<file path="src/rtl/uart_tx_frame.sv">
// UART transmit framer: start bit, LSB-first data, optional even/odd parity, stop bit.
// CLK runs at the bit rate; TX_OUT and Busy are registered from the state being entered.
//
// state  | meaning
// IDLE   | line high, waiting for DATA_VALID
// START  | start bit (low) on the line
// DATA   | data bit idx_q on the line
// PARITY | parity bit on the line
// STOP   | stop bit (high) on the line
module uart_tx_frame #(
  parameter int DATA_WIDTH = 8,
  parameter int CNT_WIDTH  = $clog2(DATA_WIDTH)
) (
  input  logic                  CLK,
  input  logic                  RST,
  input  logic [DATA_WIDTH-1:0] P_DATA,
  input  logic                  DATA_VALID,
  input  logic                  PAR_EN,
  input  logic                  PAR_TYP,
  output logic                  TX_OUT,
  output logic                  Busy
);

  typedef enum logic [2:0] {
    IDLE   = 3'd0,
    START  = 3'd1,
    DATA   = 3'd2,
    PARITY = 3'd3,
    STOP   = 3'd4
  } state_t;

  localparam logic [CNT_WIDTH-1:0] LAST_IDX = CNT_WIDTH'(DATA_WIDTH - 1);

  state_t                state_q, state_d;
  logic [CNT_WIDTH-1:0]  idx_q, idx_d;
  logic [DATA_WIDTH-1:0] data_q, data_d;
  logic                  pen_q, pen_d;
  logic                  ptyp_q, ptyp_d;
  logic                  tx_q, tx_d;
  logic                  busy_q, busy_d;

  always_ff @(posedge CLK or negedge RST) begin
    if (!RST) begin
      state_q <= IDLE;
      idx_q   <= '0;
      data_q  <= '0;
      pen_q   <= 1'b0;
      ptyp_q  <= 1'b0;
      tx_q    <= 1'b1;
      busy_q  <= 1'b0;
    end else begin
      state_q <= state_d;
      idx_q   <= idx_d;
      data_q  <= data_d;
      pen_q   <= pen_d;
      ptyp_q  <= ptyp_d;
      tx_q    <= tx_d;
      busy_q  <= busy_d;
    end
  end

  always_comb begin
    state_d = state_q;
    idx_d   = idx_q;
    data_d  = data_q;
    pen_d   = pen_q;
    ptyp_d  = ptyp_q;
    tx_d    = tx_q;
    busy_d  = busy_q;
    case (state_q)
      IDLE: begin
        tx_d   = 1'b1;
        busy_d = 1'b0;
        if (DATA_VALID) begin
          data_d  = P_DATA;
          pen_d   = PAR_EN;
          ptyp_d  = PAR_TYP;
          state_d = START;
          tx_d    = 1'b0;
          busy_d  = 1'b1;
        end
      end
      START: begin
        state_d = DATA;
        idx_d   = '0;
        tx_d    = data_q[0];
        busy_d  = 1'b1;
      end
      DATA: begin
        busy_d = 1'b1;
        if (idx_q == LAST_IDX) begin
          idx_d = '0;
          if (pen_q) begin
            state_d = PARITY;
            tx_d    = (^data_q) ^ ptyp_q;
          end else begin
            state_d = STOP;
            tx_d    = 1'b1;
          end
        end else begin
          idx_d = idx_q + CNT_WIDTH'(1);
          tx_d  = data_q[idx_d];
        end
      end
      PARITY: begin
        state_d = STOP;
        tx_d    = 1'b1;
        busy_d  = 1'b1;
      end
      STOP: begin
        // Always one idle cycle after the stop bit before the next acceptance.
        state_d = IDLE;
        tx_d    = 1'b1;
        busy_d  = 1'b0;
      end
      default: begin
        state_d = IDLE;
        idx_d   = '0;
        tx_d    = 1'b1;
        busy_d  = 1'b0;
      end
    endcase
  end

  assign TX_OUT = tx_q;
  assign Busy   = busy_q;

endmodule

</file>
<file path="config.mk">
export PLATFORM = sky130hd
export DESIGN_NAME = uart_tx_frame
export DESIGN_NICKNAME = d
export VERILOG_FILES = /design/src/rtl/uart_tx_frame.sv
export SDC_FILE = /design/constraint.sdc
export NUM_CORES = 1
export LEC_CHECK = 0
export ABC_AREA = 1
export BUFFER_PORTS_ARGS = -buffer_cell sky130_fd_sc_hd__buf_2
export CAP_MARGIN = 20
export CELL_PAD_IN_SITES_DETAIL_PLACEMENT = 0
export CELL_PAD_IN_SITES_GLOBAL_PLACEMENT = 2
export CORE_MARGIN = 2
export CORE_UTILIZATION = 32
export DETAILED_ROUTE_END_ITERATION = 6
export GPL_ROUTABILITY_DRIVEN = 0
export PLACE_DENSITY = 0.85
export SLEW_MARGIN = 20
export SYNTH_ARGS = -nofsm -noshare
export SYNTH_HDL_FRONTEND = slang
export SYNTH_SLANG_ARGS = --single-unit
</file>
<file path="constraint.sdc">
create_clock -name CLK -period 2.2 [get_ports CLK]
set_input_delay 0.44 -clock CLK [delete_from_list [all_inputs] [get_ports CLK]]
set_output_delay 0.44 -clock CLK [all_outputs]
set_load 0.005 [all_outputs]
</file>
==> impl_metrics.env <==
export IMPL_place_detailed_hpwl_um=1550
export IMPL_finalSetupTns_ps=0
export IMPL_finalMaxSlewViolations=0
export IMPL_setup_viol=0
export IMPL_htreeDepth=1
export IMPL_postCtsSetupBuffers=0
export IMPL_die_area_um2=3620
export IMPL_grt_usage_pct=14.0
export IMPL_syn_area_um2=1010
export IMPL_cts_buffers_inserted=3
export IMPL_cts_num_sinks=18
export IMPL_ctsResizeCount=0
export IMPL_first_pass_grt_wire_length_um=3710
export IMPL_cp_slowest_cell="sky130_fd_sc_hd__dfrtp_1"
export IMPL_syn_to_final_growth_pct=14.9
export IMPL_total_switching_power_mw=0.753
export IMPL_ys_ff_latch=18
export IMPL_proportion_of_synthesized_chip_area_in_sequential_cells_pct=44.8
export IMPL_layout_commonest_cell="sky130_fd_sc_hd__nand2_1"
export IMPL_timing_hold_worst_class="in -> async"
export IMPL_timing_final_crit_period_ps=1690
export IMPL_clk_latency_ps=300
export IMPL_drv_cap=0
export IMPL_most_frequent_cells_in_the_layout="34 x sky130_fd_sc_hd__nand2_1, 17 x sky130_fd_sc_hd__dfrtp_1, 17 x sky130_fd_sc_hd__inv_1"
export IMPL_detail_route_antenna_nets=0
export IMPL_synth_top_area_share_pct=42.2
export IMPL_synth_cells=127
export IMPL_top_level_ports=15
export IMPL_postSynthNetCount=142
export IMPL_fillers=336
export IMPL_detail_route_wl_per_cell_um=10.8
export IMPL_endpoint_kind="flip-flop"
export IMPL_post_place_ws_ps=512
export IMPL_num_antenna_cells=0
export IMPL_finish_utilization_pct=38.3
export IMPL_via_count=850
export IMPL_critPathMostFrequentCell="sky130_fd_sc_hd__nand2_1"
export IMPL_initial_utilization_pct=33.3
export IMPL_internal_power_mw=0.961
export IMPL_sw_frac_of_total_pct=43.9
export IMPL_required_ps=2430
export IMPL_drt_vias_per_instance=4.52
export IMPL_cts_buffer_depth=2
export IMPL_residual_drc=0
export IMPL_ys_warn_count=0
export IMPL_crit_fanout=9
export IMPL_synth_top_area_cell="sky130_fd_sc_hd__dfrtp_1"
export IMPL_cp_data_arrival_time_ps=1930
export IMPL_layout_drive_gt1_share_pct=20.1
export IMPL_cts_hold_fix_buffers=0
export IMPL_clock_transition_at_the_register_clock_pins_on_the_worst_setup_and_hold_paths_after_cts_ps=110
export IMPL_globalRouteOverflowTotal=0
export IMPL_cts_root_buf="sky130_fd_sc_hd__clkbuf_4"
export IMPL_tightest_slew_ps=419
export IMPL_power_share_clock_pct=12.0
export IMPL_seqPwrFrac_pct=37.3
export IMPL_hold_ws_ps=59.1
export IMPL_layoutNonFillerInstCount=188
export IMPL_critical_setup_path_class="reg -> reg"
export IMPL_fp_dieH_um=60.1
export IMPL_power_density_nw_per_um2=1480
export IMPL_num_nets_final=160
export IMPL_firstDrtPassIters=6
export IMPL_netlist_cell_type_count=23
export IMPL_vdd_drop_max_v=0.000590
export IMPL_port_buffer_count=14
export IMPL_grt_max_degree=19
export IMPL_grt_antenna_before_repair=0
export IMPL_cts_tree="built"
export IMPL_pwr_share_comb_pct=50.7
export IMPL_static_leakage_power_nw=0.617
export IMPL_timing_fmax_ghz=0.591
export IMPL_report_final_hold_viol_count=0
export IMPL_worst_setup_path_start_kind="flip-flop"
export IMPL_dp_cells=184
export IMPL_fin_crit_sh_pct=76.9
export IMPL_vias_in_the_first_global_route=836
export IMPL_detail_route_wirelength_um=2020
export IMPL_yosys_top_cells_area="sky130_fd_sc_hd__dfrtp_1 42%, sky130_fd_sc_hd__nand2_1 13%, sky130_fd_sc_hd__a21oi_1 6.5%"
export IMPL_fin_worst_skew_ps=4.67
export IMPL_synthesis_area_per_instance_um2=7.94
export IMPL_grt_setup_unrepaired="no"
export IMPL_count_of_buffer_and_inverter_cells_on_the_critical_path=2
export IMPL_coreArea_um2=3030
export IMPL_slew_headroom_pct=72.1
export IMPL_critical_path_cell_chain="ha_1 > ha_1 > inv_1 > a21oi_1 > o21ai_0 > nand3_1 > nand3_1 > nand2_1 > inv_1 > nand2_1 > nand2_1"
export IMPL_initialDrtViolationCount=21
export IMPL_worst_path_largest_cell_delay_ps=470
export IMPL_die_width_um=60.1
export IMPL_critPathTopFamily="adder cells"
export IMPL_run_status="completed"
export IMPL_rows=20
export IMPL_timing_final_ws_setup_ps=509
==> final cells by class <==
cell class,count,area (µm²),area share [%]
Multi-Input combinational cell,89,474,40.9
Sequential cell,18,452,39.0
Timing Repair Buffer,14,70.1,6.05
Inverter,19,71.3,6.16
Clock buffer,4,36.3,3.13
Tap cell,44,55.1,4.75
==> routing by layer <==
layer / wire, µm / part of all wire [%] / track usage, % / vias up
met5: 0 / 0 / 0 / -
met4: 21 / 1.0 / 3.81 / 0
met3: 72 / 3.6 / 5.19 / 2
met2: 949 / 47 / 22.4 / 9
met1: 980 / 48 / 17.6 / 394
li1: - / - / - / 445
==> metrics by stage <==
step / total power, mW / area (µm²)
floorplan: 1.34 / 1010
global placement: 1.52 / 1120
detailed placement: 1.53 / 1120
CTS: 1.75 / 1160
global route: 1.92 / 1160
finish: 1.71 / 1160
==> logic make-up after synthesis <==
logic type	count (synthesis)	share of synthesized area (%)
flops	18	44.8
fa+ha+maj	2	2.48
simple gates	59	25.4
compound gates	22	11.4
xor+xnor	2	1.74
buf+inv	20	8.19
mux	4	5.96
==> worst register-to-register path, cell delays in order, from the launching register on <==
cell	delay [ps]
sky130_fd_sc_hd__dfrtp_1	470
sky130_fd_sc_hd__ha_1	240
sky130_fd_sc_hd__ha_1	320
sky130_fd_sc_hd__inv_1	70
sky130_fd_sc_hd__a21oi_1	100
sky130_fd_sc_hd__o21ai_0	90
sky130_fd_sc_hd__nand3_1	80
sky130_fd_sc_hd__nand3_1	60
sky130_fd_sc_hd__nand2_1	60
sky130_fd_sc_hd__inv_1	40
sky130_fd_sc_hd__nand2_1	50
sky130_fd_sc_hd__nand2_1	40
==> Yosys cell counts, drive strengths merged <==
master,count
nand2,36
inv,19
dfrtp,17
a21oi,13
nor2,13
nand3,8
o21ai,6
mux2,4
ha,2
o22ai,2
buf,1
dfstp,1
nand3b,1
nor3,1
o31ai,1
xnor2,1
xor2,1
==> power groups by stage <==
stage / Clock [mW] / Sequential [mW] / Combinational [mW]
3_5_place_dp: 0 / 0.650 / 0.879
6_report: 0.206 / 0.640 / 0.868
2_1_floorplan: 0 / 0.613 / 0.723
5_1_grt: 0.235 / 0.669 / 1.01
4_1_cts: 0.219 / 0.643 / 0.885
3_3_place_gp: 0 / 0.645 / 0.875
==> path summary, 6_finish.rpt <==
kind                                 from        end  slack (ps)  depth (start not counted)
max in group asynchronous             RST     TX_OUT        1810                          1
worst min-delay path                  RST  data_q[6]          60                          1
worst max register to register   idx_q[0]     TX_OUT         510                         11
worst min register to register   idx_q[2]   idx_q[2]         560                          2
min in group CLK                P_DATA[7]  data_q[7]         360                          2
worst max-delay path             idx_q[0]     TX_OUT         510                         11
==> flip-flops by register name (all words and copies together) (netlist names) <==
name	count
state_q	3
idx_q	3
pen_q	1
data_q	8
Busy	1
ptyp_q	1
TX_OUT	1
No activity file was read; power rests on OpenSTA's default activity.
